File: src/rtl/apu_mix_pkg.sv
// apu_mix_pkg: shared types and register bit positions for the APU sound mixer.
//   dac_t : signed DAC level of one channel (-15..+15)
//   sum_t : signed per-side channel sum (-60..+60)
//   mix_t : signed scaled output sample (-480..+480)
package apu_mix_pkg;

    typedef logic signed [4:0] dac_t;
    typedef logic signed [6:0] sum_t;
    typedef logic signed [9:0] mix_t;

    // NR50 (master volume / VIN routing)
    localparam int NR50_VIN_L     = 7;
    localparam int NR50_VOL_L_MSB = 6;
    localparam int NR50_VOL_L_LSB = 4;
    localparam int NR50_VIN_R     = 3;
    localparam int NR50_VOL_R_MSB = 2;
    localparam int NR50_VOL_R_LSB = 0;

    // NR51 (per-channel panning): channel i goes left via bit LEFT_LSB+i,
    // right via bit RIGHT_LSB+i
    localparam int NR51_LEFT_LSB  = 4;
    localparam int NR51_RIGHT_LSB = 0;

    // Clocks from sample_tick to mix_valid
    localparam int PIPE_LAT = 3;

    // Scale a side sum by its master volume field (0..7 means x1..x8).
    function automatic mix_t scale_sum(input sum_t s, input logic [2:0] vol);
        mix_t sx;
        mix_t mult;
        sx   = {{3{s[6]}}, s};
        mult = {7'b0, vol};
        mult = mult + 10'sd1;
        return sx * mult;
    endfunction

endpackage

File: src/rtl/apu_dac.sv
// apu_dac: converts one 4-bit channel amplitude to a signed DAC level.
//   code    : 4-bit digital amplitude (0..15)
//   dac_off : high = DAC powered off, level forced to 0
//   level   : signed 2*code-15 (-15..+15), or 0 when off
module apu_dac
    import apu_mix_pkg::*;
(
    input  logic [3:0] code,
    input  logic       dac_off,
    output dac_t       level
);

    // 2*code-15 == {code,1} - 16 in 5 bits, i.e. {code,1} with the MSB inverted.
    always_comb begin
        level = '0;
        if (!dac_off) begin
            level = {~code[3], code[2:0], 1'b1};
        end
    end

endmodule

File: src/rtl/apu_mixer.sv
// apu_mixer: NR50/NR51 registers and a 3-stage stereo mixing pipeline.
//   amuk_4mhz   : clock, all state on rising edge
//   apu_reset   : synchronous active-high reset
//   d           : CPU write data
//   nff24_wr    : active-low NR50 write strobe
//   nff25_wr    : active-low NR51 write strobe
//   ch_out      : per-channel 4-bit amplitude
//   nch_amp_en  : per-channel DAC-off flag (high = off)
//   sample_tick : request one mix sample
//   ff24_q      : NR50 readback
//   ff25_q      : NR51 readback
//   vin_l_en    : live NR50 bit 7
//   vin_r_en    : live NR50 bit 3
//   mix_l/mix_r : signed mixed sample, held between strobes
//   mix_valid   : one-cycle strobe, PIPE_LAT cycles after sample_tick
module apu_mixer
    import apu_mix_pkg::*;
#(
    parameter int NCH = 4
) (
    input  logic                amuk_4mhz,
    input  logic                apu_reset,
    input  logic [7:0]          d,
    input  logic                nff24_wr,
    input  logic                nff25_wr,
    input  logic [NCH-1:0][3:0] ch_out,
    input  logic [NCH-1:0]      nch_amp_en,
    input  logic                sample_tick,
    output logic [7:0]          ff24_q,
    output logic [7:0]          ff25_q,
    output logic                vin_l_en,
    output logic                vin_r_en,
    output mix_t                mix_l,
    output mix_t                mix_r,
    output logic                mix_valid
);

    logic [7:0] nr50_q, nr51_q;

    // Stage 1: DAC levels and register snapshots
    dac_t       dac_lvl  [NCH];
    dac_t       dac_s1_q [NCH];
    logic [2:0] vol_l_s1_q, vol_r_s1_q;
    logic [7:0] nr51_s1_q;
    logic       v1_q;

    // Stage 2: panned sums
    sum_t       sum_l_d, sum_r_d;
    sum_t       sum_l_s2_q, sum_r_s2_q;
    logic [2:0] vol_l_s2_q, vol_r_s2_q;
    logic       v2_q;

    // Stage 3: scaled output
    mix_t       mix_l_q, mix_r_q;
    logic       mix_valid_q;

    for (genvar g = 0; g < NCH; g++) begin : g_dac
        apu_dac u_dac (
            .code    (ch_out[g]),
            .dac_off (nch_amp_en[g]),
            .level   (dac_lvl[g])
        );
    end

    always_comb begin
        sum_l_d = '0;
        sum_r_d = '0;
        for (int i = 0; i < NCH; i++) begin
            if (nr51_s1_q[NR51_LEFT_LSB + i]) begin
                sum_l_d = sum_l_d + {{2{dac_s1_q[i][4]}}, dac_s1_q[i]};
            end
            if (nr51_s1_q[NR51_RIGHT_LSB + i]) begin
                sum_r_d = sum_r_d + {{2{dac_s1_q[i][4]}}, dac_s1_q[i]};
            end
        end
    end

    always_ff @(posedge amuk_4mhz) begin
        if (apu_reset) begin
            nr50_q      <= '0;
            nr51_q      <= '0;
            for (int i = 0; i < NCH; i++) begin
                dac_s1_q[i] <= '0;
            end
            vol_l_s1_q  <= '0;
            vol_r_s1_q  <= '0;
            nr51_s1_q   <= '0;
            v1_q        <= 1'b0;
            sum_l_s2_q  <= '0;
            sum_r_s2_q  <= '0;
            vol_l_s2_q  <= '0;
            vol_r_s2_q  <= '0;
            v2_q        <= 1'b0;
            mix_l_q     <= '0;
            mix_r_q     <= '0;
            mix_valid_q <= 1'b0;
        end else begin
            if (!nff24_wr) nr50_q <= d;
            if (!nff25_wr) nr51_q <= d;

            // Snapshot reads the register before this edge, so a colliding
            // write only affects later samples.
            v1_q <= sample_tick;
            if (sample_tick) begin
                for (int i = 0; i < NCH; i++) begin
                    dac_s1_q[i] <= dac_lvl[i];
                end
                vol_l_s1_q <= nr50_q[NR50_VOL_L_MSB:NR50_VOL_L_LSB];
                vol_r_s1_q <= nr50_q[NR50_VOL_R_MSB:NR50_VOL_R_LSB];
                nr51_s1_q  <= nr51_q;
            end

            v2_q <= v1_q;
            if (v1_q) begin
                sum_l_s2_q <= sum_l_d;
                sum_r_s2_q <= sum_r_d;
                vol_l_s2_q <= vol_l_s1_q;
                vol_r_s2_q <= vol_r_s1_q;
            end

            mix_valid_q <= v2_q;
            if (v2_q) begin
                mix_l_q <= scale_sum(sum_l_s2_q, vol_l_s2_q);
                mix_r_q <= scale_sum(sum_r_s2_q, vol_r_s2_q);
            end
        end
    end

    assign ff24_q    = nr50_q;
    assign ff25_q    = nr51_q;
    assign vin_l_en  = nr50_q[NR50_VIN_L];
    assign vin_r_en  = nr50_q[NR50_VIN_R];
    assign mix_l     = mix_l_q;
    assign mix_r     = mix_r_q;
    assign mix_valid = mix_valid_q;

endmodule

File: config.mk
export PLATFORM = sky130hd
export DESIGN_NAME = apu_mixer
export DESIGN_NICKNAME = d
export VERILOG_FILES = /design/src/rtl/apu_mix_pkg.sv /design/src/rtl/apu_dac.sv /design/src/rtl/apu_mixer.sv
export SDC_FILE = /design/constraint.sdc
export NUM_CORES = 1
export LEC_CHECK = 0
export CAP_MARGIN = 0
export CELL_PAD_IN_SITES_DETAIL_PLACEMENT = 0
export CELL_PAD_IN_SITES_GLOBAL_PLACEMENT = 1
export CORE_ASPECT_RATIO = 0.5
export CORE_MARGIN = 2
export CORE_UTILIZATION = 45
export CTS_CLUSTER_SIZE = 40
export DETAILED_ROUTE_END_ITERATION = 10
export HOLD_SLACK_MARGIN = 0.03
export MAX_ROUTING_LAYER = met4
export PLACE_DENSITY_LB_ADDON = 0.1
export SYNTH_ARGS = -nofsm -noshare
export SYNTH_HDL_FRONTEND = slang
export SYNTH_HIERARCHICAL = 1
export SYNTH_SLANG_ARGS = --single-unit
File: constraint.sdc
create_clock -name amuk_4mhz -period 5.8 [get_ports amuk_4mhz]
set_clock_uncertainty 0.2 [all_clocks]
set_input_delay 1.16 -clock amuk_4mhz [delete_from_list [all_inputs] [get_ports amuk_4mhz]]
set_output_delay 1.16 -clock amuk_4mhz [all_outputs]
set_load 0.03 [all_outputs]
==> out/results.txt <==
reg2reg end = sum_r_s2_q[6]
Synth area leaders = dfxtp_1 20%, ha_1 12%, edfxtp_1 8.2%, fa_1 7.6%, mux2i_1 7.5%
CP startpoint kind = flop
total power = 1630 µW
number of I/O pins = 72
Reg2Reg Depth = 19
DR pass1 iterations = 4
Synth top cells by count = 87 x nor2_1, 73 x dfxtp_1, 73 x inv_1, 68 x ha_1, 57 x and2_1
Vias/cell = 5.16
post_cts resized = 0
Reg clk slew, reported paths = 0.07 ns
PortBufs = 71
final worst setup slack = 0.811 ns
fin crit period = 4.99 ns
synthesized area = 0.00734 mm²
outcome = completed
Slew HR = 54.5%
RD Place Congestion = 0.928
layout cell share with drive strength beyond 1 = 4.71%
grt total ovfl = 0
register area share after synthesis = 28.1%
gr usage total = 19.7%
Placed Cells incl. Taps = 1076
Clk Latency, worst-skew pair = 0.34 ns
Final #Nets = 995
Initial Utilization = 46.8%
Max Clk Rate = 200 MHz
DP HPWL = 12.4 mm
most common cell in the netlist = nor2_1
Net Switching = 436 µW
Setup TNS Final = 0 ns
Yosys cell types = 67
Worst IR Drop VDD = 0.146 mV
Diodes inserted = 0
CTS Buf Count = 9
Syn Nets = 947
Place WS = 0.896 ns
clock tree root buffer cell = clkbuf_16
Tcrit/Tclk final = 86.0%
Gate power share = 15.1%
vias = 5630
Critical Path End = sum_r_s2_q[6]
Iter 0 DRT Violations = 267
deepest clock path buffer count = 2
vias in the first global route = 5208
Net Sw Frac = 26.7%
P per Cell Area = 192 mW/mm²
FILL cells = 1437
worst path arrival time = 5.05 ns
worst min-delay path category = flop to flop
post-CTS setup buffer count = 0
syn_area_per_cell = 8.98 µm²
initial antenna violation count = 0
post-synthesis register bit count = 93
final hold vios = 0
CTS tree = yes
Crit. End Element = flop
clock sink total = 93
Layout area overhead = 16.3%
largest net degree at the start of global routing = 32
Slew Limit Fails = 0
Synth Flop Type = dfxtp_1
Worst-Margin Slew = 0.682 ns
Synth top area share = 19.9%
Sequential Area = 0.00206 mm²
Hold Slack = 0.280 ns
Crit. Startpoint = nr51_s1_q[0]
fin cells = 1092
Finish-stage setup viols = 0
Clk pwr share = 40.2%
cell row count = 32
Post-Syn Instances = 818
ANT nets after route = 0
top cell type by total area after synthesis = dfxtp_1
max cap viols = 0
ys async rst share = 0%
Reg power frac = 44.8%
Req. time, crit path = 5.86 ns
DIE AREA = 0.0174 mm²
R2R Path Start = nr51_s1_q[0]
reg2reg setup slack = 0.81 ns
Max H-tree Level = 3
area occupied by multi-input gates = 0.00484 mm²
first-pass GRT wire length = 26.4 mm
worst-path fanout max = 14
core area = 0.0157 mm²
leakage power = 0.00384 µW
DR WL/cell = 14.3 µm
number of remaining DRC errors = 0
Post-synth EDFFs = 20
CTS Hold Bufs = 0
Die Y = 94.3 µm
Total Routed Length = 15.6 mm
Setup CP Type = flop to flop
Die W = 185 µm
RSZ-0062 raised after global routing = false
internal power = 1200 µW
YS warnings = 6
-- cell usage in the layout, fill, tap and decap left out, drive strengths merged, types with 6 or more instances in the layout --
master and count:
nand3 9, a21o 13, nor2b 24, edfxtp 20, clkbuf 12, dfxtp 73, o21ai 23, clkdlybuf4s50 70
nand2 36, nor3 6, mux2i 55, o21bai 7, o21a 6, nand2b 11, ha 68, xor2 13
fa 28, mux2 9, buf 7, inv 75, nor2 87, a21oi 35, a211oi 19, and2 58
xnor2 30
-- worst min path at each step --
stage,depth (start not counted),startpoint,end
after floorplan,2,vol_l_s1_q[0],vol_l_s1_q[0]
after global routing,2,mix_r[0],mix_r[0]
final,2,mix_r[0],mix_r[0]
after detailed placement,2,mix_l[0],mix_l[0]
after CTS,2,mix_r[0],mix_r[0]
after global placement,2,mix_r[0],mix_r[0]
-- sequential cells by signal, indices dropped and copies added (netlist names) --
signal,cells
dac_s1_q,20
mix_l,10
mix_r,10
ff24_q,8
ff25_q,8
nr51_s1_q,8
sum_l_s2_q,7
sum_r_s2_q,7
vol_l_s1_q,3
vol_l_s2_q,3
vol_r_s1_q,3
vol_r_s2_q,3
mix_valid,1
v1_q,1
v2_q,1
-- layer usage --
metal	vias up	GRT usage (%)	share of wire (%)
li1	2919	-	-
met1	2601	27.7	54
met2	98	29.3	42
met3	12	4.11	3.6
met4	0	3.90	1.1
met5	-	-	0
-- worst max-delay path: stages (launching register included) --
cell and delay [ns]:
dfxtp_1 0.57, and2_1 0.22, ha_1 0.17, ha_1 0.29
nand2_1 0.08, a211oi_1 0.35, mux2_2 0.39, o21ai_0 0.19
ha_1 0.30, nand2_1 0.10, a2bb2oi_1 0.27, nand3_1 0.13
o211ai_1 0.22, ha_1 0.24, o21ai_0 0.14, or4_1 0.48
nand3_1 0.11, xor2_1 0.17, xnor2_1 0.09, a211oi_1 0.21
-- power groups by stage --
stage	clock network [µW]	registers [µW]	logic, µW
4_1_cts	674	732	248
3_3_place_gp	0	747	244
5_1_grt	702	737	275
2_1_floorplan	0	742	164
3_5_place_dp	0	747	246
6_report	656	732	247
-- final cells by class --
class | instances | share of cell area, %
Multi-Input combinational cell | 612 | 56.6
Sequential cell | 93 | 24.2
Timing Repair Buffer | 77 | 8.79
Clock buffer | 12 | 3.27
Tap cell | 221 | 3.24
Inverter | 73 | 3.21
Clock inverter | 4 | 0.689
-- logic make-up after synthesis --
logic type | after synthesis | share of synthesized area (%)
buffers and inverters | 113 | 6.05
XOR/XNOR | 43 | 5.13
AO/OA/AOI/OAI | 142 | 13.3
AND/OR/NAND/NOR | 266 | 19.2
multiplexers | 64 | 8.88
flip-flops | 93 | 28.1
adder cells (fa/ha/maj) | 97 | 19.4
-- metrics by stage --
step / area (µm²) / util, %
6_report: 8540 / 54.4
3_5_place_dp: 8200 / 52.2
2_1_floorplan: 7340 / -
5_1_grt: 8540 / 54.4
3_3_place_gp: 8200 / 52.2
4_1_cts: 8540 / 54.4
No activity file was read; power rests on OpenSTA's default activity.
